## config.mk

```make
export PLATFORM = sky130hd
export DESIGN_NAME = prmcu_uart_rx_os
export DESIGN_NICKNAME = d
export VERILOG_FILES = /design/src/rtl/prmcu_uart_rx_os.sv
export SDC_FILE = /design/constraint.sdc
export NUM_CORES = 1
export LEC_CHECK = 0
export ABC_CLOCK_PERIOD_IN_PS = 7750
export CORE_MARGIN = 8
export CORE_UTILIZATION = 57
export DETAILED_ROUTE_END_ITERATION = 10
export PLACE_DENSITY = 0.78
export SLEW_MARGIN = 20
export SYNTH_ARGS = -nofsm -noshare
export SYNTH_HDL_FRONTEND = slang
export SYNTH_SLANG_ARGS = --single-unit
```

## constraint.sdc

```tcl
create_clock -name clk -period 7.75 [get_ports clk]
set_clock_uncertainty 0.2 [all_clocks]
set_input_delay 1.9375 -clock clk [delete_from_list [all_inputs] [get_ports clk]]
set_output_delay 1.9375 -clock clk [all_outputs]
set_load 0.02 [all_outputs]
```

## src/rtl/prmcu_uart_rx_os.sv

```systemverilog
// Oversampling UART receiver (16 ticks per bit, 2-of-3 majority vote at ticks 7/8/9)
// with a first-word-fall-through receive FIFO and a sticky overrun flag.
module prmcu_uart_rx_os #(
  parameter int FIFO_DEPTH = 8,
  parameter int DIV_W      = 16
) (
  input  logic                          clk,
  input  logic                          rst,
  input  logic                          rx_en,
  input  logic [3:0]                    n_data_bits_i,
  input  logic [1:0]                    parity_mode_i,
  input  logic [1:0]                    n_stop_bits_i,
  input  logic [DIV_W-1:0]              clk_divider_i,
  input  logic                          rx_i,
  output logic [8:0]                    out_dat_o,
  output logic [2:0]                    out_err_o,
  output logic                          out_vld_o,
  input  logic                          out_rdy_i,
  output logic [$clog2(FIFO_DEPTH):0]   fifo_level_o,
  output logic                          overrun_o,
  input  logic                          clr_overrun_i
);

  localparam int AW = $clog2(FIFO_DEPTH);
  localparam int LW = AW + 1;

  typedef enum logic [2:0] {S_IDLE, S_START, S_DATA, S_PARITY, S_STOP} state_t;

  state_t           r_state, w_state_next;
  logic             r_rx_meta, r_rx_sync, r_rx_prev;
  logic [DIV_W-1:0] r_div_cnt;
  logic [3:0]       r_tick_cnt;
  logic             r_s7, r_s8;
  logic [3:0]       r_nbits, r_bit_cnt;
  logic             r_par_en, r_par_odd, r_two_stop, r_stop_cnt;
  logic [8:0]       r_data;
  logic             r_par_acc, r_par_bit, r_par_err, r_frm;

  logic w_start_det, w_run, w_tick, w_t7, w_t8, w_t9, w_t15, w_maj;
  logic w_last_stop, w_push, w_frm, w_brk;
  logic [11:0] w_word;

  // Synchronizer flops idle high so reset never looks like a start edge.
  always_ff @(posedge clk) begin
    if (rst) begin
      r_rx_meta <= 1'b1;
      r_rx_sync <= 1'b1;
      r_rx_prev <= 1'b1;
    end else begin
      r_rx_meta <= rx_i;
      r_rx_sync <= r_rx_meta;
      r_rx_prev <= r_rx_sync;
    end
  end

  assign w_start_det = (r_state == S_IDLE) && rx_en && r_rx_prev && !r_rx_sync;
  assign w_run       = rx_en && (r_state != S_IDLE);
  assign w_tick      = w_run && (r_div_cnt == clk_divider_i);
  assign w_t7        = w_tick && (r_tick_cnt == 4'd7);
  assign w_t8        = w_tick && (r_tick_cnt == 4'd8);
  assign w_t9        = w_tick && (r_tick_cnt == 4'd9);
  assign w_t15       = w_tick && (r_tick_cnt == 4'd15);
  assign w_maj       = (r_s7 & r_s8) | (r_s7 & r_rx_sync) | (r_s8 & r_rx_sync);
  assign w_last_stop = (r_stop_cnt == r_two_stop);

  always_ff @(posedge clk) begin
    if (rst) begin
      r_div_cnt  <= '0;
      r_tick_cnt <= '0;
    end else if (w_start_det) begin
      r_div_cnt  <= '0;
      r_tick_cnt <= '0;
    end else if (w_run) begin
      if (w_tick) begin
        r_div_cnt  <= '0;
        r_tick_cnt <= r_tick_cnt + 4'd1;
      end else begin
        r_div_cnt  <= r_div_cnt + 1'b1;
      end
    end else begin
      r_div_cnt  <= '0;
      r_tick_cnt <= '0;
    end
  end

  always_ff @(posedge clk) begin
    if (rst) r_state <= S_IDLE;
    else     r_state <= w_state_next;
  end

  always_comb begin
    w_state_next = r_state;
    case (r_state)
      S_IDLE:   if (w_start_det) w_state_next = S_START;
      S_START: begin
        if (w_t9 && w_maj) w_state_next = S_IDLE;
        else if (w_t15)    w_state_next = S_DATA;
      end
      S_DATA:   if (w_t15 && (r_bit_cnt == r_nbits)) w_state_next = r_par_en ? S_PARITY : S_STOP;
      S_PARITY: if (w_t15) w_state_next = S_STOP;
      S_STOP:   if (w_t9 && w_last_stop) w_state_next = S_IDLE;
      default:  w_state_next = S_IDLE;
    endcase
    if (!rx_en) w_state_next = S_IDLE;
  end

  always_comb begin
    w_push = (r_state == S_STOP) && w_t9 && w_last_stop;
    w_frm  = r_frm | ~w_maj;
    w_brk  = (r_data == 9'd0) && !r_par_bit && w_frm;
    w_word = {w_brk, w_frm, r_par_err, r_data};
  end

  // Frame datapath; everything is re-initialised at start detect, so an abort needs no cleanup.
  always_ff @(posedge clk) begin
    if (rst) begin
      r_s7 <= 1'b1; r_s8 <= 1'b1;
      r_nbits <= 4'd8; r_par_en <= 1'b0; r_par_odd <= 1'b0; r_two_stop <= 1'b0;
      r_data <= '0; r_bit_cnt <= '0; r_par_acc <= 1'b0; r_par_bit <= 1'b0;
      r_par_err <= 1'b0; r_frm <= 1'b0; r_stop_cnt <= 1'b0;
    end else begin
      if (w_start_det) begin
        r_nbits    <= (n_data_bits_i >= 4'd5 && n_data_bits_i <= 4'd9) ? n_data_bits_i : 4'd8;
        r_par_en   <= (parity_mode_i == 2'b01) || (parity_mode_i == 2'b10);
        r_par_odd  <= (parity_mode_i == 2'b10);
        r_two_stop <= (n_stop_bits_i == 2'b10);
        r_data <= '0; r_bit_cnt <= '0; r_par_acc <= 1'b0; r_par_bit <= 1'b0;
        r_par_err <= 1'b0; r_frm <= 1'b0; r_stop_cnt <= 1'b0;
      end
      if (w_t7) r_s7 <= r_rx_sync;
      if (w_t8) r_s8 <= r_rx_sync;
      if (r_state == S_DATA && w_t9) begin
        r_data[r_bit_cnt] <= w_maj;
        r_par_acc         <= r_par_acc ^ w_maj;
        r_bit_cnt         <= r_bit_cnt + 4'd1;
      end
      if (r_state == S_PARITY && w_t9) begin
        r_par_bit <= w_maj;
        r_par_err <= (r_par_acc ^ w_maj) != r_par_odd;
      end
      if (r_state == S_STOP && w_t9 && !w_maj) r_frm <= 1'b1;
      if (r_state == S_STOP && w_t15) r_stop_cnt <= 1'b1;
    end
  end

  logic [11:0]   r_mem [FIFO_DEPTH];
  logic [AW-1:0] r_wr_ptr, r_rd_ptr;
  logic [LW-1:0] r_level;
  logic          r_ovr;
  logic          w_full, w_pop, w_wr, w_ovr_set;
  logic [11:0]   w_head;

  assign w_full    = (r_level == LW'(FIFO_DEPTH));
  assign w_pop     = out_vld_o && out_rdy_i;
  // A pop frees the head slot in the same cycle, so a full FIFO can still take the push.
  assign w_wr      = w_push && (!w_full || w_pop);
  assign w_ovr_set = w_push && w_full && !w_pop;

  always_ff @(posedge clk) begin
    if (w_wr && !rst) r_mem[r_wr_ptr] <= w_word;
  end

  always_ff @(posedge clk) begin
    if (rst) begin
      r_wr_ptr <= '0;
      r_rd_ptr <= '0;
      r_level  <= '0;
      r_ovr    <= 1'b0;
    end else begin
      if (w_wr)  r_wr_ptr <= r_wr_ptr + 1'b1;
      if (w_pop) r_rd_ptr <= r_rd_ptr + 1'b1;
      case ({w_wr, w_pop})
        2'b10:   r_level <= r_level + 1'b1;
        2'b01:   r_level <= r_level - 1'b1;
        default: r_level <= r_level;
      endcase
      r_ovr <= w_ovr_set | (r_ovr & ~clr_overrun_i);
    end
  end

  assign w_head       = r_mem[r_rd_ptr];
  assign out_vld_o    = (r_level != '0);
  assign out_dat_o    = out_vld_o ? w_head[8:0]  : 9'd0;
  assign out_err_o    = out_vld_o ? w_head[11:9] : 3'd0;
  assign fifo_level_o = r_level;
  assign overrun_o    = r_ovr;

endmodule

```

Yosys cells after proc, flatten, opt, wreduce, memory -nomap -nowiden
Memory sizes are Yosys's and may differ from the RTL's. A register that Yosys moved wholly into a read port is not among the register bits.
Cells that the tools add are included.
{ "classes": {"muxes": 30, "bitwise_logic": 13, "n_lt_le_gt_ge": 4, "n_eq_ne": 23, "addsub": 7, "reduce_logical": 48} }
{ "op_table": {"columns": ["cell", "n"], "rows": [
  ["9-bit 2-to-1 mux", 4],
  ["3-bit 2-to-1 mux", 10],
  ["1-bit logical AND", 27],
  ["16-bit by 1-bit adder with 16-bit output, second input constant", 1],
  ["16-bit == test", 1],
  ["4-bit == test, second input constant", 4],
  ["3-bit case mux with 5 select lines", 1],
  ["4-bit by 1-bit adder with 4-bit output, second input constant", 3],
  ["4-bit 2-to-1 mux", 3],
  ["2-bit nonzero test", 5],
  ["9-bit bitwise mux", 1],
  ["9-bit logical NOT", 1],
  ["1-bit 2-to-1 mux", 9],
  ["2-bit != test, second input constant", 4],
  ["4-bit case mux with 2 select lines", 1],
  ["3-bit by 1-bit adder with 3-bit output, second input constant", 2],
  ["2-bit == test, second input constant", 3],
  ["3-bit by 2-bit == test with 1-bit output, second input constant", 2],
  ["1-bit logical NOT", 6],
  ["4-bit by 5-bit less-than comparator with 1-bit output, second input constant", 1],
  ["5-bit AND reduction", 1],
  ["1-bit bitwise AND", 4],
  ["1-bit demux with 4-bit select", 1],
  ["2-bit by 1-bit == test with 1-bit output, second input constant", 2],
  ["21 further kinds", 28]
]} }
{ "totals": {"ram_bits": 96, "wordCells": 149, "memories": 1, "register_bits": 64, "input_bits": 30, "output_inout_bits": 18} }
{ "memory_table": {"columns": ["memory", "depth", "width", "rd", "rd_ports_with_merged_regs", "wr", "line", "source"], "rows": [
  ["r_mem", 8, 12, 1, 1, 1, "146", "logic [11:0] r_mem [FIFO_DEPTH];"]
]} }

Logic depth before layout (Yosys ltp)
Gate-level depths: netlist (run 1).
{ "depth": {"word_depth": 10, "mapped_depth": 13, "mapped_depth_nobuf": 13} }

Worst setup path before layout (run 1)
No wires, ideal clock.
{ "synth_path": {"path_type": "input port to flip-flop", "startpoint": "input port clk_divider_i[14]", "endpoint": "memory r_mem[0][0], enable pin", "arrival_time_ns": 4.108, "cell_stages": 7, "path_slack_ns": 3.046, "setup_ns": 0.396, "path_buffers": 1, "cell_sequence": "xnor2_1 > nand4_1 > nor4_4 > buf_6 > nand4_4 > or3_1 > nor3_1"} }
{ "synth_between": {"elab_chain_cells": 9} }
{ "synth_rtl": {"columns": ["element", "line", "source"], "rows": [
  ["start: declaration", "13", "input logic [DIV_W-1:0] clk_divider_i,"],
  ["16-bit == test", "58", "assign w_tick = w_run && (r_div_cnt == clk_divider_i);"],
  ["1-bit logical AND", "58", null],
  ["1-bit logical AND", "61", "assign w_t9 = w_tick && (r_tick_cnt == 4'd9);"],
  ["1-bit logical AND (2 in series)", "108", "w_push = (r_state == S_STOP) && w_t9 && w_last_stop;"],
  ["1-bit logical AND", "156", "assign w_wr = w_push && (!w_full || w_pop);"],
  ["1-bit logical AND", "160", "if (w_wr && !rst) r_mem[r_wr_ptr] <= w_word;"],
  ["1-bit 2-to-1 mux", "160", null],
  ["1-bit 2-to-1 mux (not written as such)", "160", null],
  ["end: declaration", "146", null]
]} }
No other way between the ends.

Final worst setup path (run 1)
{ "layout_path": {"startpoint": "input port clk_divider_i[14]", "endpoint": "memory r_mem[4][4], enable pin"} }
The elaborated chain is that of the path after synthesis.

==> results of run 1 <==
-- layout make-up --
type,count,share of cell area (%)
clock buffers,21,5.79
clock inverters,11,1.46
inverters,15,0.675
multi-input cells,350,32.8
flip-flops and latches,163,50.7
well taps,168,2.52
repair buffers,52,6.09
-- where the power goes --
part | internal, mW | switching, mW
Sequential | 0.917 | 0.0123
Clock | 0.513 | 0.337
Combinational | 0.0994 | 0.105
-- final timing paths --
path / startpoint / end / slack, ps / cells after the start
worst max register to register: r_div_cnt[2] / r_mem[4][4] / 4370 / 7
worst min register to register: r_rx_meta / r_rx_sync / 210 / 1
worst min-delay path: r_rx_meta / r_rx_sync / 210 / 1
worst max-delay path: clk_divider_i[14] / r_mem[4][4] / 2830 / 8
-- cells by family (layout without fill, tap and decap cells) --
group / after synthesis / in the layout / share of synthesized area, %
multiplexers: 58 / 58 / 12.6
AND/OR/NAND/NOR: 199 / 199 / 14.7
XOR/XNOR: 43 / 43 / 5.30
buffers and inverters: 39 / 99 / 2.29
adder cells (fa/ha/maj): 13 / 13 / 2.26
flip-flops: 163 / 163 / 59.5
AO/OA/AOI/OAI: 37 / 37 / 3.40
-- sequential cells by signal, summed over array words and instances (netlist names), 3 cells and up, named ones only --
register and cells:
r_rd_ptr 3, r_data 9, r_div_cnt 16, r_nbits 4
fifo_level_o 4, r_mem 96, r_bit_cnt 4, r_wr_ptr 3
r_tick_cnt 4, r_state 3
-- routing by layer --
metal | part of all wire (%) | global-route usage [%]
met2 | 53 | 31.3
met3 | 3.9 | 4.41
met5 | 0 | 0
met4 | 1.4 | 7.27
met1 | 42 | 20.9
-- cell usage in the layout, fill, tap and decap left out, drive strengths merged, types with 6 or more instances in the layout --
master	count
edfxtp	96
inv	18
nand4	10
clkdlybuf4s50	47
nor2	69
nand2	39
clkbuf	21
o21ai	9
xor2	15
nand3	15
mux4	24
xnor2	28
ha	12
mux2i	30
nand2b	9
a21oi	12
clkinv	6
and3	10
dfxtp	67
nor3	8
or3	8
-- stage by stage --
step	instances	setup slack [ps]	area (µm²)
finish	780	2830	8340
global route	780	2680	8340
CTS	780	2710	8330
detailed placement	748	2280	7720
global placement	748	2300	7720
floorplan	552	3050	7100
-- critical path, stage by stage --
cell,delay [ps]
clkdlybuf4s50_1,480
xnor2_1,120
nand4_1,170
nor4_4,310
buf_4,250
nand4_4,170
or3_1,450
nor2_1,860
==> results.md, run 1 <==
- Status: completed
- H-tree depth: 4
- Flops & latches, synth: ~160
- PortBufs: between 40 and 50
- First-pass GRT wire length: roughly 23 mm
- Lkg Pwr: 3.00 nW
- P&R area growth vs syn: 17.5%
- Post_cts resized: 0
- YS warnings: 0
- Total GRT Usage: between 15 and 20%
- Kind of critical path: primary input to register
- Setup TNS: 0 ps
- Core box area: ~12,000 µm²
- CTS max path bufs: 2
- Skew-Pair Late Insertion Delay: 420 ps
- Cts hold-fix bufs: 0
- Routed WL: between 10 and 15 mm
- Row count: 40
- Share of cells above drive strength 1: a little over an eighth
- Startpoint types: primary input
- Post-DP HPWL: about 9.1 mm
- Syn Inst Count: between 500 and 600
- Clk sinks: around 160
- Critical path arrival: between 4000 and 5000 ps
- Syn nets: approximately 590
- Via/cell ratio: 5.60
- Unrepaired setup endpoints after global routing: false
- Post-synth ARST share: 0%
- I/O pin count: 48
- Die area: 16,300 µm²
- Final Max Tran Viols: 0
- Die W: roughly 130 µm
- Initial antenna violation count: 0
- Synth area leader: edfxtp_1
- Drc violations: 0
- Crit. End Element: register
- Gpl congestion: between 0.8 and 0.9
- Pre-antenna DRT Iters: 4
- Post-CTS setup buffer count: 0
- Top post-synthesis cells by area: edfxtp_1 (41%), dfxtp_1 (19%), mux4_2 (7.6%)
- Hold WC Path Type: register to register
- Final hold vios: 0
- Multi-input logic area: between 2000 and 3000 µm²
- Antenna diodes: 0
- Crit path time final: about 4900 ps
- EDFF count, synth: between 90 and 100
- Initial core utilization: roughly 59%
- Post-route ant nets: 0
- Die Y: 128 µm
- Avg Synthesized Cell Area: 12.9 µm²
- Slew HR: 27.9%
- CTS Buf Count: 17
- Synth top cells by count: edfxtp_1 (96), nor2_1 (69), dfxtp_1 (67), nand2_1 (39), mux2i_1 (30)
- CTS tree: yes
- Sequential cell area: between 4000 and 5000 µm²
- Wire length per cell: 17.6 µm
- Final setup viols: 0
- Via count: around 4,400
- WP data required: 7590 ps
- Max-cap viol count: 0
- Most frequent cell after synthesis: edfxtp_1
- Largest net degree at the start of global routing: 37
- Pwr Total: between 1.5 and 2 mW
- Root buf cell: clkbuf_16
- Clock-pin slew on the worst setup and hold paths: ~60 ps
- GRT overflow: 0
- Netlist cell types: 55
- Synthesized area: about 7100 µm²
- Ys flop type: edfxtp_1
- Max Fanout on Critical Path: 12
- Minimum hold slack: approximately 210 ps
- Post-Route Utilization: just under 70%
- Pwr dens: ~240 nW/µm²
- Slew @ Worst Pin: about 1100 ps
- Fin crit share: ~63%
- Register area share after synthesis: 59.5%
- Fillers: around 900
- Worst VDD drop: 173 µV
- Vias in the first global route: roughly 4,500
- Max Fclk: between 200 and 250 MHz
- Nets@finish: between 600 and 700
- Yosys top cell area share: about two fifths
- DR iter-0 viols: 277
Note: power is estimated with default switching activity, not from simulation.
==> run 2: changes to the inputs <==
--- a/config.mk
+++ b/config.mk
@@ -5,11 +5,11 @@
 export SDC_FILE = /design/constraint.sdc
 export NUM_CORES = 1
 export LEC_CHECK = 0
-export ABC_CLOCK_PERIOD_IN_PS = 7750
+export ABC_CLOCK_PERIOD_IN_PS = 4100
 export CORE_MARGIN = 8
-export CORE_UTILIZATION = 57
+export CORE_UTILIZATION = 53
 export DETAILED_ROUTE_END_ITERATION = 10
-export PLACE_DENSITY = 0.78
+export PLACE_DENSITY = 0.77
 export SLEW_MARGIN = 20
 export SYNTH_ARGS = -nofsm -noshare
 export SYNTH_HDL_FRONTEND = slang
==> constraint.sdc (replaced) <==
create_clock -name clk -period 4.1 [get_ports clk]
set_clock_uncertainty 0.2 [all_clocks]
set_input_delay 1.025 -clock clk [delete_from_list [all_inputs] [get_ports clk]]
set_output_delay 1.025 -clock clk [all_outputs]
set_load 0.02 [all_outputs]
==> results.md, run 2 (same netlist as run 1, synthesis figures left out) <==
- Status: completed
- Wire length per cell: 16.9 µm (-3.8%)
- Min-Delay Endpoint: r_rx_sync
- GRT overflow: 0 (unchanged)
- Drc violations: 0 (unchanged)
- Post-DP Area: 7820 µm² (+1.2%)
- PortBufs: 47 (unchanged)
- Max Fanout on Critical Path: 24 (+12)
- Critical path arrival: 2520 ps (-2240 ps)
- Final hold vios: 0 (unchanged)
- Commonest non-fill, non-tap cell in the layout: edfxtp_1
- Hold WC Path Type: register to register
- Worst reg2reg setup slack: 910 ps (-3460 ps)
- Total GRT Usage: 16.2% (-1.8 points)
- Setup TNS: 0 ps (unchanged)
- CTS max path bufs: 2 (unchanged)
- Fin crit share: 91.3%
- Initial antenna violation count: 0 (unchanged)
- Hold_sp: r_rx_meta
- CTS tree: yes
- Die Y: 132 µm (+3.2%)
- Unrepaired setup endpoints after global routing: false
- Pre-antenna DRT Iters: 7 (+3)
- Worst VDD drop: 279 µV (+62%)
- Biggest register: r_mem
- Clk sinks: 163 (unchanged)
- Post-DP HPWL: 9.11 mm (about the same)
- Nets@finish: 653 (+1.9%)
- Comb power frac: 10.6% (+0.3 points)
- WP data required: 2870 ps (-4720 ps)
- Final Max Tran Viols: 0 (unchanged)
- Row count: 42 (+5.0%)
- Antenna diodes: 0 (unchanged)
- I/O pin count: 48 (unchanged)
- Kind of critical path: register to output pin
- Max Fclk: ~270 MHz
- Skew-Pair Late Insertion Delay: 430 ps (about the same)
- P_sw: 890 µW (+96%)
- Initial core utilization: 53.8% (-4.8 points)
- Vias in the first global route: 4,587 (+1.4%)
- Flop pwr share: 47.1% (+0.3 points)
- P&R area growth vs syn: 18.5%
- Max reg flops: 96 (unchanged)
- Gpl congestion: 0.801 (-1.3%)
- Startpoint types: register
- Pwr dens: 443 nW/µm² (+86%)
- DR iter-0 viols: 237 (-14%)
- Worst r2r dst: fifo_level_o[2]
- Slew @ Worst Pin: 826 ps (-251 ps)
- Die W: 132 µm (+3.2%)
- Post-Route Utilization: 63.8% (-5.1 points)
- Internal power: 2.83 mW (+85%)
- Post_cts resized: 0 (unchanged)
- Clock-pin slew on the worst setup and hold paths: 60 ps (about the same)
- Hold path depth: 1 (unchanged)
- Crit path time final: approximately 3700 ps
- Max-cap viol count: 0 (unchanged)
- Root buf cell: clkbuf_16
- Share of cells above drive strength 1: 14.6% (+1.2 points)
- CTS Buf Count: 17 (unchanged)
- Via count: 4,392 (+0.57%)
- Non-filler instance count after layout: 800 (+2.6%)
- Net Sw Frac: 23.9% (+1.0 points)
- Reg2Reg Depth: 13 (+6)
- Core box area: 13,200 µm² (+8.9%)
- Clock share of power: 42.3% (-0.6 points)
- Lkg Pwr: 3.05 nW (+1.6%)
- Most frequent cells in the layout: edfxtp_1 (96), nor2_1 (69), dfxtp_1 (67)
- H-tree depth: 4 (unchanged)
- Post-route ant nets: 0 (unchanged)
- Total placed cells including tap cells: 768 (+2.7%)
- Largest net degree at the start of global routing: 25 (-32%)
- Post-CTS setup buffer count: 0 (unchanged)
- Die area: 17,400 µm² (+6.6%)
- First-pass GRT wire length: 22.7 mm (+0.79%)
- Finished layout cell area: 8410 µm² (+0.87%)
- Slew HR: 44.8% (+17 points)
- Crit. End Element: output pin
- Worst reg2reg startpoint: r_tick_cnt[1]
- Cts hold-fix bufs: 0 (unchanged)
- Final setup viols: 0 (unchanged)
- Via/cell ratio: 5.49 (-1.9%)
- Top flop regs: r_mem x96, r_div_cnt x16, r_data x9
- Routed WL: 13.6 mm (-1.4%)
-- run 2: changes by cell type in the layout (fill, tap and decap cells not counted), moves of 2 or more --
cell        previous run  this run
inv_6                  1         4
inv_4                  2         0
nor2_1                65        69
inv_8                  0         2
clkinvlp_4             0         4
clkbuf_16             19        17
buf_4                  5        17
clkinv_2               2         0
clkbuf_1               2         0
nor2_2                 4         0
-- run 2: per-layer routing --
| metal | global-route usage (%) | share of wire [%] | vias up |
|---|---|---|---|
| li1 | - | - | 2132 |
| met1 | 19.1 | 43 | 2135 |
| met2 | 27.7 | 51 | 105 |
| met3 | 4.57 | 4.9 | 20 |
| met4 | 6.00 | 1.4 | 0 |
| met5 | 0 | 0 | - |
-- run 2: worst max-delay path: stages, from the launching register on --
cell and delay (ps):
dfxtp_1 310, buf_4 410, mux4_2 590, mux2i_1 170
nor2_1 60, clkdlybuf4s50_1 540
-- run 2: how the worst max path moves through the flow --
stage,start,to,slack (ps),cells after the start
final,register,out_err_o[1],360,5
after global routing,register,out_dat_o[3],170,5
after CTS,register,out_err_o[1],300,5
after detailed placement,clk_divider_i[14],fifo_level_o[2],90,12
after global placement,clk_divider_i[2],fifo_level_o[2],170,12
after floorplan,clk_divider_i[14],r_mem[0][0],310,7
-- run 2: metrics by stage --
| step | worst slack, ps | power, mW | hold WS, ps |
|---|---|---|---|
| after global placement | 170 | 2.18 | 199 |
| after CTS | 304 | 3.75 | 217 |
| final | 355 | 3.72 | 214 |
| after global routing | 168 | 3.85 | 229 |
| after floorplan | 308 | 2.05 | 189 |
| after detailed placement | 91.1 | 2.19 | 203 |
-- run 2: power groups by stage --
stage / clock network, mW / registers, mW / logic [mW]
final: 1.58 / 1.75 / 0.394
after global routing: 1.66 / 1.76 / 0.431
after CTS: 1.60 / 1.75 / 0.401
after detailed placement: 0 / 1.79 / 0.400
after global placement: 0 / 1.79 / 0.396
after floorplan: 0 / 1.79 / 0.254
-- run 2: layout make-up --
type	count	area, µm²
fillers	977	4780
flip-flops and latches	163	4220
multi-input cells	350	2720
repair buffers	64	598
clock buffers	17	425
well taps	176	220
clock inverters	15	169
inverters	15	56.3
